**src/rtl/rr_decoder_arbiter_pkg.sv**
```systemverilog
// rtl/rr_decoder_arbiter_pkg.sv - shared types and helpers for the round-robin decoder arbiter
package rr_decoder_arbiter_pkg;

    localparam int NREQ  = 8;
    localparam int IDX_W = 3;

    typedef enum logic [1:0] {
        ST_IDLE  = 2'd0,
        ST_GRANT = 2'd1,
        ST_GAP   = 2'd2
    } arb_state_e;

    function automatic logic [NREQ-1:0] onehot8(input logic [IDX_W-1:0] idx);
        return NREQ'(1) << idx;
    endfunction

endpackage

```
**src/rtl/rr_pick8.sv**
```systemverilog
// rtl/rr_pick8.sv - combinational rotating-priority picker, search starts at ptr+1
module rr_pick8
    import rr_decoder_arbiter_pkg::*;
(
    input  logic [NREQ-1:0]  req,
    input  logic [IDX_W-1:0] ptr,
    output logic             valid,
    output logic [IDX_W-1:0] idx
);

    logic [NREQ-1:0]  rot;
    logic [IDX_W-1:0] off;

    // rot[0] is the requester just after ptr, so a fixed lowest-first scan is round-robin
    always_comb begin
        rot = '0;
        for (int i = 0; i < NREQ; i++) begin
            rot[i] = req[IDX_W'(ptr + IDX_W'(1) + IDX_W'(i))];
        end
    end

    always_comb begin
        off = '0;
        for (int i = NREQ - 1; i >= 0; i--) begin
            if (rot[i]) begin
                off = IDX_W'(i);
            end
        end
    end

    assign valid = |rot;
    assign idx   = IDX_W'(ptr + IDX_W'(1) + off);

endmodule

```
**src/rtl/rr_decoder_arbiter.sv**
```systemverilog
// rtl/rr_decoder_arbiter.sv - round-robin owner of a shared 3-to-8 decoder with dead gap and hold timeout
module rr_decoder_arbiter
    import rr_decoder_arbiter_pkg::*;
#(
    parameter int MAX_HOLD = 16
) (
    input  logic             clk,
    input  logic             rst_n,
    input  logic [NREQ-1:0]  req,
    output logic             gnt_en,
    output logic [IDX_W-1:0] gnt_idx,
    output logic [NREQ-1:0]  gnt,
    output logic             busy,
    output logic             timeout
);

    localparam int HOLD_W = (MAX_HOLD > 0) ? $clog2(MAX_HOLD + 1) : 1;
    localparam logic [HOLD_W-1:0] HOLD_LAST = HOLD_W'((MAX_HOLD > 0) ? MAX_HOLD - 1 : 0);

    arb_state_e       state_q;
    logic             gnt_en_q;
    logic [IDX_W-1:0] gnt_idx_q;
    logic [IDX_W-1:0] ptr_q;
    logic [HOLD_W-1:0] hold_cnt_q;
    logic             timeout_q;

    logic             pick_valid;
    logic [IDX_W-1:0] pick_idx;
    logic             at_limit;
    logic             others_waiting;

    rr_pick8 u_pick (
        .req   (req),
        .ptr   (ptr_q),
        .valid (pick_valid),
        .idx   (pick_idx)
    );

    assign at_limit       = (MAX_HOLD != 0) && (hold_cnt_q == HOLD_LAST);
    assign others_waiting = |(req & ~onehot8(gnt_idx_q));

    always_ff @(posedge clk or negedge rst_n) begin
        if (!rst_n) begin
            state_q    <= ST_IDLE;
            gnt_en_q   <= 1'b0;
            gnt_idx_q  <= '0;
            ptr_q      <= IDX_W'(NREQ - 1);
            hold_cnt_q <= '0;
            timeout_q  <= 1'b0;
        end else begin
            timeout_q <= 1'b0;
            case (state_q)
                ST_IDLE: begin
                    if (pick_valid) begin
                        state_q    <= ST_GRANT;
                        gnt_en_q   <= 1'b1;
                        gnt_idx_q  <= pick_idx;
                        ptr_q      <= pick_idx;
                        hold_cnt_q <= '0;
                    end
                end
                ST_GRANT: begin
                    // A release on the limit edge wins over the timeout
                    if (!req[gnt_idx_q]) begin
                        gnt_en_q <= 1'b0;
                        state_q  <= ST_GAP;
                    end else if (at_limit && others_waiting) begin
                        gnt_en_q  <= 1'b0;
                        timeout_q <= 1'b1;
                        state_q   <= ST_GAP;
                    end else if (at_limit) begin
                        hold_cnt_q <= '0;
                    end else if (MAX_HOLD != 0) begin
                        hold_cnt_q <= hold_cnt_q + HOLD_W'(1);
                    end
                end
                ST_GAP: begin
                    state_q <= ST_IDLE;
                end
                default: begin
                    state_q  <= ST_IDLE;
                    gnt_en_q <= 1'b0;
                end
            endcase
        end
    end

    assign gnt_en  = gnt_en_q;
    assign gnt_idx = gnt_idx_q;
    assign gnt     = gnt_en_q ? onehot8(gnt_idx_q) : '0;
    assign busy    = (state_q == ST_GRANT) || (state_q == ST_GAP);
    assign timeout = timeout_q;

endmodule

```
**config.mk**
```make
export PLATFORM = sky130hd
export DESIGN_NAME = rr_decoder_arbiter
export DESIGN_NICKNAME = d
export VERILOG_FILES = /design/src/rtl/rr_decoder_arbiter_pkg.sv /design/src/rtl/rr_pick8.sv /design/src/rtl/rr_decoder_arbiter.sv
export SDC_FILE = /design/constraint.sdc
export NUM_CORES = 1
export LEC_CHECK = 0
export CORE_MARGIN = 2
export CORE_UTILIZATION = 56
export DETAILED_ROUTE_END_ITERATION = 7
export PLACE_DENSITY = 0.81
export SKIP_CTS_REPAIR_TIMING = 1
export SLEW_MARGIN = 20
export SYNTH_ARGS = -nofsm -noshare
export SYNTH_HDL_FRONTEND = slang
export SYNTH_SLANG_ARGS = --single-unit
```
**constraint.sdc**
```tcl
create_clock -name clk -period 4.9 [get_ports clk]
set_input_delay 0.735 -clock clk [delete_from_list [all_inputs] [get_ports clk]]
set_output_delay 0.735 -clock clk [all_outputs]
set_load 0.05 [all_outputs]
```
==> summary.txt, run 1 <==
Run status
  – Status: finished, final reports clean

Floorplan
  – Starting Density: 0.591
  – # rows: 20
  – Full die area: 0.00369 mm2
  – Ports: 24
  – Die Y: 60.8 um
  – Core Area: 0.00305 mm2
  – Die W: 60.8 um

Global route
  – Global route hottest layer: met2
  – Vias in the first global route: 1557
  – Initial antenna violation count: 0
  – GRT overflow: 0
  – Met2 GRT Util: 0.402
  – GR Layer Usage met1: 0.356
  – Total Routing Usage GR: 0.249
  – First-pass GRT wire length: 7150 um
  – Routing usage on met3: 0.0341
  – Largest net degree at the start of global routing: 18

Timing
  – Clk_skew: 4.74 ps
  – Fin. Hold Viols: 0
  – Period Utilization, post-route: 0.930
  – Final Max Tran Viols: 0
  – Slew margin rel.: 0.547
  – Actual slew at the worst max-slew pin: 675 ps
  – # setup viols final: 0
  – Maximum clock rate: 220 MHz
  – RSZ-0062 raised after global routing: no
  – Clock period minus worst slack: 4560 ps
  – Setup TNS: 0 ps

Yosys
  – Syn_nets: 230
  – Synth top cells by count: 24 x nor2_1, 13 x nand2_1, 12 x dfrtp_1, 12 x mux2i_1, 12 x nor3_1
  – Top_reg_cell synth: dfrtp_1
  – Top cell type's share of synthesized area: 0.166
  – Top-count cell post-synth: nor2_1
  – Synth Instances: 212
  – Async SR Flop Fraction: 1.00
  – Synth top area cells: dfrtp_1 17%, mux2i_1 6.7%, mux4_2 5.0%
  – Post-synth top area cell: dfrtp_1
  – Number of synthesized flops with an enable pin: 0
  – Post-synth cell types: 57
  – Synthesized flop and latch total: 15
  – Yosys warning total: 0
  – Synth Cell Area: 0.00181 mm2
  – Syn Area/Cell: 8.52 um2
  – Register area share after synthesis: 0.210

CTS
  – Number of CTS-inserted buffers: 3
  – Clock Latency Late Sink: 290 ps
  – Root Buffer: clkbuf_4
  – CTS Buffer Depth: 2
  – CTS tree: yes
  – Max H-tree Level: 1
  – Clk slew on worst S/H paths: 90 ps
  – Clock sink count: 15

Final layout
  – # diodes: 0
  – Area grow syn2layout: 14.4%
  – Layout cells sized above 1: 0.113
  – Final net count: 249

Placed design
  – Port Buf Inserts: 23
  – Dpl hpwl: 3200 um
  – Global placement routability congestion: 0.878

Worst setup path
  – Endpoint type of the worst setup path: flop
  – Arr. time, crit path: 4760 ps
  – CP max FO: 15
  – Req. time, crit path: 5100 ps
  – Worst Setup Path Type: flop to flop
  – Crit path launch type: flop

Drt
  – WL per Instance: 15.4 um
  – Residual DRC: 0
  – Post-DRT Antenna Nets: 0
  – Initial DRC Count: 121
  – Routed WL: 4230 um
  – Drt first pass iters: 4
  – Vias per cell: 6.28
  – Routed vias: 1720

Min path
  – Hold Path Class: flop to flop

Job
  – Max cap viols: 0
[final cells by class]
| class | count | area [um2] |
|---|---|---|
| clock inverters | 1 | 5.00 |
| well taps | 44 | 55.1 |
| flip-flops and latches | 15 | 379 |
| inverters | 11 | 41.3 |
| multi-input cells | 174 | 1310 |
| repair buffers | 26 | 253 |
| clock buffers | 3 | 22.5 |
| fillers | 279 | 987 |
[cells by family (layout without fill, tap and decap cells)]
group	after synthesis	in the layout	share of synthesized area
AOI/OAI and AO/OA	48	48	0.185
xor gates and xnor gates	7	7	0.0444
adders and majority gates	8	8	0.0596
buffers and inverters	23	41	0.0658
DFF	15	15	0.210
muxes	26	26	0.184
and+or+nand+nor	85	85	0.251
[per-stage QoR]
step	instance area, um2	hold slack (ps)	std cells	setup WS [ps]	utilization
6_report	2070	538	274	345	0.677
5_1_grt	2070	580	274	24.5	0.677
4_1_cts	2060	548	274	308	0.676
3_5_place_dp	2040	533	270	338	0.667
3_3_place_gp	2040	510	270	451	0.667
2_1_floorplan	1810	439	212	796	-
[routing by layer]
| metal | share of wire | vias to the layer above | wire length (um) |
|---|---|---|---|
| met4 | 0.014 | 0 | 61 |
| met1 | 0.45 | 809 | 1920 |
| met2 | 0.47 | 68 | 1980 |
| li1 | - | 835 | - |
| met3 | 0.063 | 8 | 265 |
| met5 | 0 | - | 0 |
[critical path, cell delays in order, from the launching register on]
cell and delay, ps:
dfstp_2 700, inv_2 170, ha_2 480, buf_4 180, mux2i_1 310, mux2i_2 190
nor2_1 140, a21oi_1 70, o21ai_0 200, o221ai_1 160, a21oi_1 190, ha_1 160
inv_1 50, fa_1 450, xnor2_1 190, or4_1 400, or3_1 320, o211ai_1 110
[path summary, 6_finish.rpt]
kind / from / to / slack [ps] / depth (start not counted)
worst max register to register: ptr_q[0]$_DFFE_PN1P_ / ptr_q[2]$_DFFE_PN1P_ / 340 / 17
worst max-delay path: ptr_q[0]$_DFFE_PN1P_ / ptr_q[2]$_DFFE_PN1P_ / 340 / 17
worst min register to register: ptr_q[1]$_DFFE_PN1P_ / ptr_q[1]$_DFFE_PN1P_ / 540 / 2
worst min-delay path: ptr_q[1]$_DFFE_PN1P_ / ptr_q[1]$_DFFE_PN1P_ / 540 / 2
min in group asynchronous: rst_n / hold_cnt_q[0]$_DFFE_PN0P_ / 850 / 1
max in group asynchronous: rst_n / gnt_idx[2]$_DFFE_PN0P_ / 3620 / 1
[state kept, by name (all words and copies together) (netlist names)]
| name | count |
|---|---|
| gnt_en | 1 |
| ptr_q | 3 |
| gnt_idx | 3 |
| state_q | 2 |
| hold_cnt_q | 5 |
| timeout | 1 |
[placed cells by master, fill, tap and decap left out, types with 5 or more instances in the layout]
cell type,instances
o21ai_0,11
inv_1,10
clkdlybuf4s50_1,23
a21oi_1,8
ha_1,6
nand2_1,13
nand3_1,6
dfrtp_1,12
mux2i_1,12
xnor2_1,5
nor2_1,24
nor3_1,12
Power of run 1 is left out: the tool's default activity adds up to more than one toggle a clock period on the data nets, which glitch-free logic cannot reach.
==> inputs of run 2 (changes only) <==
--- a/config.mk
+++ b/config.mk
@@ -8,6 +8,8 @@
 export CORE_MARGIN = 2
 export CORE_UTILIZATION = 56
 export DETAILED_ROUTE_END_ITERATION = 7
+export GPL_TIMING_DRIVEN = 0
+export MAX_ROUTING_LAYER = met4
 export PLACE_DENSITY = 0.81
 export SKIP_CTS_REPAIR_TIMING = 1
 export SLEW_MARGIN = 20
==> summary.txt, run 2 (synthesized netlist as in run 1, its figures left out) <==
Run status
  – Status: finished, final reports clean

Floorplan
  – Die W: 60.8 um (unchanged)
  – Starting Density: 0.591 (unchanged)
  – Ports: 24 (unchanged)
  – # rows: 20 (unchanged)
  – Core Area: 0.00305 mm2 (unchanged)
  – Full die area: 0.00369 mm2 (unchanged)
  – Die Y: 60.8 um (unchanged)

CTS
  – Max H-tree Level: 1 (unchanged)
  – CTS Buffer Depth: 2 (unchanged)
  – Clock Latency Late Sink: 290 ps (about the same)
  – Root Buffer: clkbuf_4
  – CTS tree: yes
  – Clk slew on worst S/H paths: 90 ps (about the same)
  – Clock sink count: 15 (unchanged)
  – Number of CTS-inserted buffers: 3 (unchanged)

Timing
  – Setup TNS: 0 ps (unchanged)
  – Final Max Tran Viols: 0 (unchanged)
  – Clock period minus worst slack: 4550 ps (-1.53 ps)
  – RSZ-0062 raised after global routing: no
  – Maximum clock rate: 220 MHz (about the same)
  – # setup viols final: 0 (unchanged)
  – Slew margin rel.: 0.568 (+0.0204)
  – Actual slew at the worst max-slew pin: 644 ps (-30.4 ps)
  – Period Utilization, post-route: 0.929 (about the same)
  – Fin. Hold Viols: 0 (unchanged)
  – Clk_skew: 8.61 ps (+3.88 ps)

Worst setup path
  – CP max stage cell: dfstp_2
  – CP max FO: 10 (-5)
  – R2r worst-path depth: 18 (+1)
  – Crit-path leading delay family: adder cells
  – Worst r2r src: ptr_q[0]$_DFFE_PN1P_
  – Reg2reg end: ptr_q[2]$_DFFE_PN1P_
  – Crit path cell chain: inv_2, ha_1, buf_2, buf_6, mux2i_1, mux2i_1, and3_1, a311oi_1, a31oi_1, a21o_1, a21oi_1, ha_1, inv_1, fa_1, xnor2_1, or4_1, or3_1, o211ai_1
  – R2R setup slack: 350 ps (about the same)
  – Endpoint type of the worst setup path: flop
  – Worst Setup Path Type: flop to flop
  – Req. time, crit path: 5100 ps (about the same)
  – Setup crit start: ptr_q[0]$_DFFE_PN1P_
  – Largest stage delay on the critical path: 600 ps (-100 ps)
  – Crit path launch type: flop
  – Arr. time, crit path: 4760 ps (about the same)
  – Worst Path Buf+Inv: 4 (+1)

Final layout
  – Most frequent cells in the layout: 24 x nor2_1, 23 x clkdlybuf4s50_1, 13 x nand2_1
  – Layout cells sized above 1: 0.130 (+0.0167)
  – Final net count: 258 (+3.6%)
  – Max FFs per register: 5 (unchanged)
  – # diodes: 0 (unchanged)
  – Area grow syn2layout: 17.3%
  – Most common cell after layout, fill and taps aside: nor2_1
  – Largest reg by FF count: hold_cnt_q
  – Fill count: 263 (-5.7%)

Drt
  – Vias per cell: 6.05 (-3.6%)
  – Post-DRT Antenna Nets: 0 (unchanged)
  – Drt first pass iters: 4 (unchanged)
  – Routed WL: 3980 um (-5.8%)
  – WL per Instance: 14.1 um (-8.8%)
  – Initial DRC Count: 216 (+79%)
  – Routed vias: 1713 (-0.41%)
  – Residual DRC: 0 (unchanged)

Min path
  – Hold endpoint: ptr_q[1]$_DFFE_PN1P_
  – Hold depth: 2 (unchanged)
  – Hold Path Class: flop to flop
  – HP Start: ptr_q[1]$_DFFE_PN1P_

Job
  – Max cap viols: 0 (unchanged)

Global route
  – GRT overflow: 0 (unchanged)
  – Total Routing Usage GR: 0.241 (-0.00845)
  – Initial antenna violation count: 0 (unchanged)
  – First-pass GRT wire length: 6670 um (-6.7%)
  – Vias in the first global route: 1514 (-2.8%)
  – Largest net degree at the start of global routing: 16 (-2)

Placed design
  – Global placement routability congestion: 0.860 (-2.0%)
  – Port Buf Inserts: 23 (unchanged)
  – Dpl hpwl: 2990 um (-6.7%)
## run 2: cell count changes in the layout (fill, tap and decap cells not counted), sizes merged
| cell | before | now |
|---|---|---|
| clkbuf | 3 | 6 |
| buf | 3 | 9 |
## run 2: cell type report
cell class	count	area (um2)	share of cell area
Multi-Input combinational cell	174	1310	0.617
Sequential cell	15	379	0.179
Timing Repair Buffer	23	230	0.109
Buffer	12	77.6	0.0366
Tap cell	44	55.1	0.0260
Inverter	11	41.3	0.0195
Clock buffer	3	22.5	0.0106
Clock inverter	1	5.00	0.00236
## run 2: per-stage QoR
step,setup slack (ps),cell area [um2],std cells,util,hold slack (ps)
floorplan,796,1810,212,-,439
global placement,445,2090,279,0.685,499
detailed placement,384,2090,279,0.685,518
CTS,346,2120,283,0.694,532
global route,43.3,2120,283,0.694,567
finish,346,2120,283,0.694,525
## run 2: worst max path at each step
stage	end	slack, ps	cells after the start
floorplan	ptr_q[2]$_DFFE_PN1P_	800	18
global placement	ptr_q[2]$_DFFE_PN1P_	450	18
detailed placement	ptr_q[2]$_DFFE_PN1P_	380	18
CTS	ptr_q[2]$_DFFE_PN1P_	350	18
global route	ptr_q[2]$_DFFE_PN1P_	40	18
finish	ptr_q[2]$_DFFE_PN1P_	350	18
## run 2: layer usage
metal	up-vias	GRT usage	part of all wire
li1	851	-	-
met1	807	0.344	0.50
met2	49	0.367	0.44
met3	6	0.0469	0.058
met4	0	0.0280	0.0053
met5	-	-	0
## run 2: worst register-to-register path, stage by stage (launching register included)
cell and delay (ps):
dfstp_2 600, inv_2 120, ha_1 380, buf_2 280
buf_6 190, mux2i_1 190, mux2i_1 190, and3_1 240
a311oi_1 230, a31oi_1 70, a21o_1 160, a21oi_1 140
ha_1 160, inv_1 50, fa_1 450, xnor2_1 180
or4_1 390, or3_1 320, o211ai_1 120
Power of run 2 is left out for the same reason.
==> inputs of run 3 (changes only) <==
--- a/config.mk
+++ b/config.mk
@@ -9,7 +9,6 @@
 export CORE_UTILIZATION = 56
 export DETAILED_ROUTE_END_ITERATION = 7
 export GPL_TIMING_DRIVEN = 0
-export MAX_ROUTING_LAYER = met4
 export PLACE_DENSITY = 0.81
 export SKIP_CTS_REPAIR_TIMING = 1
 export SLEW_MARGIN = 20
==> summary.txt, run 3 (synthesized netlist as in run 1, its figures left out) <==
CTS
  – CTS tree: yes
  – CTS Buffer Depth: 2 (unchanged)
  – Root Buffer: clkbuf_4
  – Number of CTS-inserted buffers: 3 (unchanged)
  – Clk slew on worst S/H paths: 90 ps (about the same)
  – Clock Latency Late Sink: 290 ps (about the same)
  – Clock sink count: 15 (unchanged)
  – Max H-tree Level: 1 (unchanged)

Global route
  – Total Routing Usage GR: 0.233 (-0.00744)
  – First-pass GRT wire length: 6690 um (+0.31%)
  – GR Layer Usage met1: 0.344 (unchanged)
  – Global route hottest layer: met2
  – Vias in the first global route: 1516 (+0.13%)
  – Routing usage on met3: 0.0469 (unchanged)
  – GRT overflow: 0 (unchanged)
  – Initial antenna violation count: 0 (unchanged)
  – Largest net degree at the start of global routing: 16 (unchanged)
  – Met2 GRT Util: 0.367 (unchanged)

Floorplan
  – Full die area: 0.00369 mm2 (unchanged)
  – Die Y: 60.8 um (unchanged)
  – Starting Density: 0.591 (unchanged)
  – Core Area: 0.00305 mm2 (unchanged)
  – Ports: 24 (unchanged)
  – # rows: 20 (unchanged)
  – Die W: 60.8 um (unchanged)

Final layout
  – Area grow syn2layout: 17.3% (unchanged)
  – Layout cells sized above 1: 0.130 (unchanged)
  – Finished Layout Cells: 283 (unchanged)
  – Final Cell Area: 0.00212 mm2 (unchanged)
  – Area occupied by registers: 379 um2 (unchanged)
  – Most frequent cells in the layout: 24 x nor2_1, 23 x clkdlybuf4s50_1, 13 x nand2_1
  – Final net count: 258 (unchanged)
  – Largest reg by FF count: hold_cnt_q
  – Most common cell after layout, fill and taps aside: nor2_1
  – Max FFs per register: 5 (unchanged)
  – Footprint of the multi-input gates: 0.00131 mm2 (unchanged)
  – # diodes: 0 (unchanged)
  – Fill count: 263 (unchanged)

Timing
  – Actual slew at the worst max-slew pin: 644 ps (-0.158 ps)
  – Slew margin rel.: 0.569 (+0.00185)
  – # setup viols final: 0 (unchanged)
  – Setup TNS: 0 ps (unchanged)
  – Clk_skew: 6.25 ps (-2.36 ps)
  – RSZ-0062 raised after global routing: no
  – Period Utilization, post-route: 0.933 (+0.00316)
  – Final Max Tran Viols: 0 (unchanged)
  – Clock period minus worst slack: 4570 ps (+15.5 ps)
  – Maximum clock rate: 219 MHz (-0.34%)
  – Fin. Hold Viols: 0 (unchanged)

Worst setup path
  – Worst Setup Path Type: flop to flop
  – CP max FO: 10 (unchanged)
  – Crit-path leading delay family: adder cells
  – Crit path launch type: flop
  – Arr. time, crit path: 4770 ps (about the same)
  – Worst Path Buf+Inv: 4 (unchanged)
  – Crit path cell chain: inv_2, ha_1, buf_2, buf_6, mux2i_1, mux2i_1, and3_1, a311oi_1, a31oi_1, a21o_1, a21oi_1, ha_1, inv_1, fa_1, xnor2_1, or4_1, or3_1, o211ai_1
  – Endpoint type of the worst setup path: flop
  – Largest stage delay on the critical path: 600 ps (about the same)
  – CP max stage cell: dfstp_2
  – Req. time, crit path: 5100 ps (about the same)

Drt
  – Routed WL: 3990 um (+0.33%)
  – Residual DRC: 0 (unchanged)
  – WL per Instance: 14.1 um (+0.33%)
  – Initial DRC Count: 174 (-19%)
  – Routed vias: 1714 (+0.058%)
  – Post-DRT Antenna Nets: 0 (unchanged)
  – Drt first pass iters: 4 (unchanged)
  – Vias per cell: 6.06 (about the same)

Job
  – Max cap viols: 0 (unchanged)

Placed design
  – Placed insts: 279 (unchanged)
  – DP Area: 0.00209 mm2 (unchanged)
  – Port Buf Inserts: 23 (unchanged)
  – Global placement routability congestion: 0.847 (-1.5%)
  – Dpl hpwl: 2990 um (unchanged)

Min path
  – Hold Path Class: flop to flop

Run status
  – Status: finished, final reports clean
[run 3: final cells by class]
cell class	instances	share of cell area
Clock buffer	3	0.0106
Tap cell	44	0.0260
Multi-Input combinational cell	174	0.617
Clock inverter	1	0.00236
Timing Repair Buffer	23	0.109
Buffer	12	0.0366
Inverter	11	0.0195
Sequential cell	15	0.179
[run 3: per-stage QoR]
step	util	hold WS (ps)	setup WS [ps]
after global placement	0.685	499	445
after CTS	0.694	532	346
after floorplan	-	439	796
after global routing	0.694	567	43.4
after detailed placement	0.685	518	384
final	0.694	525	331
[run 3: worst paths after layout]
path	slack, ps	from	to	depth (start not counted)
worst max-delay path	330	ptr_q[0]$_DFFE_PN1P_	ptr_q[2]$_DFFE_PN1P_	18
worst min-delay path	520	ptr_q[1]$_DFFE_PN1P_	ptr_q[1]$_DFFE_PN1P_	2
worst max register to register	330	ptr_q[0]$_DFFE_PN1P_	ptr_q[2]$_DFFE_PN1P_	18
worst min register to register	520	ptr_q[1]$_DFFE_PN1P_	ptr_q[1]$_DFFE_PN1P_	2
max in group asynchronous	3650	rst_n	state_q[1]$_DFFE_PN0P_	1
min in group asynchronous	840	rst_n	hold_cnt_q[3]$_DFFE_PN0P_	1
[run 3: worst min-delay path: stages (launching register included)]
cell,delay [ps]
dfstp_2,390
o21ai_0,60
o21ai_0,70
[run 3: layer usage]
layer	vias up	share of wire
met1	810	0.51
met4	0	0.0055
met3	6	0.045
met2	44	0.44
li1	854	-
met5	-	0
Power of run 3 is left out for the same reason.
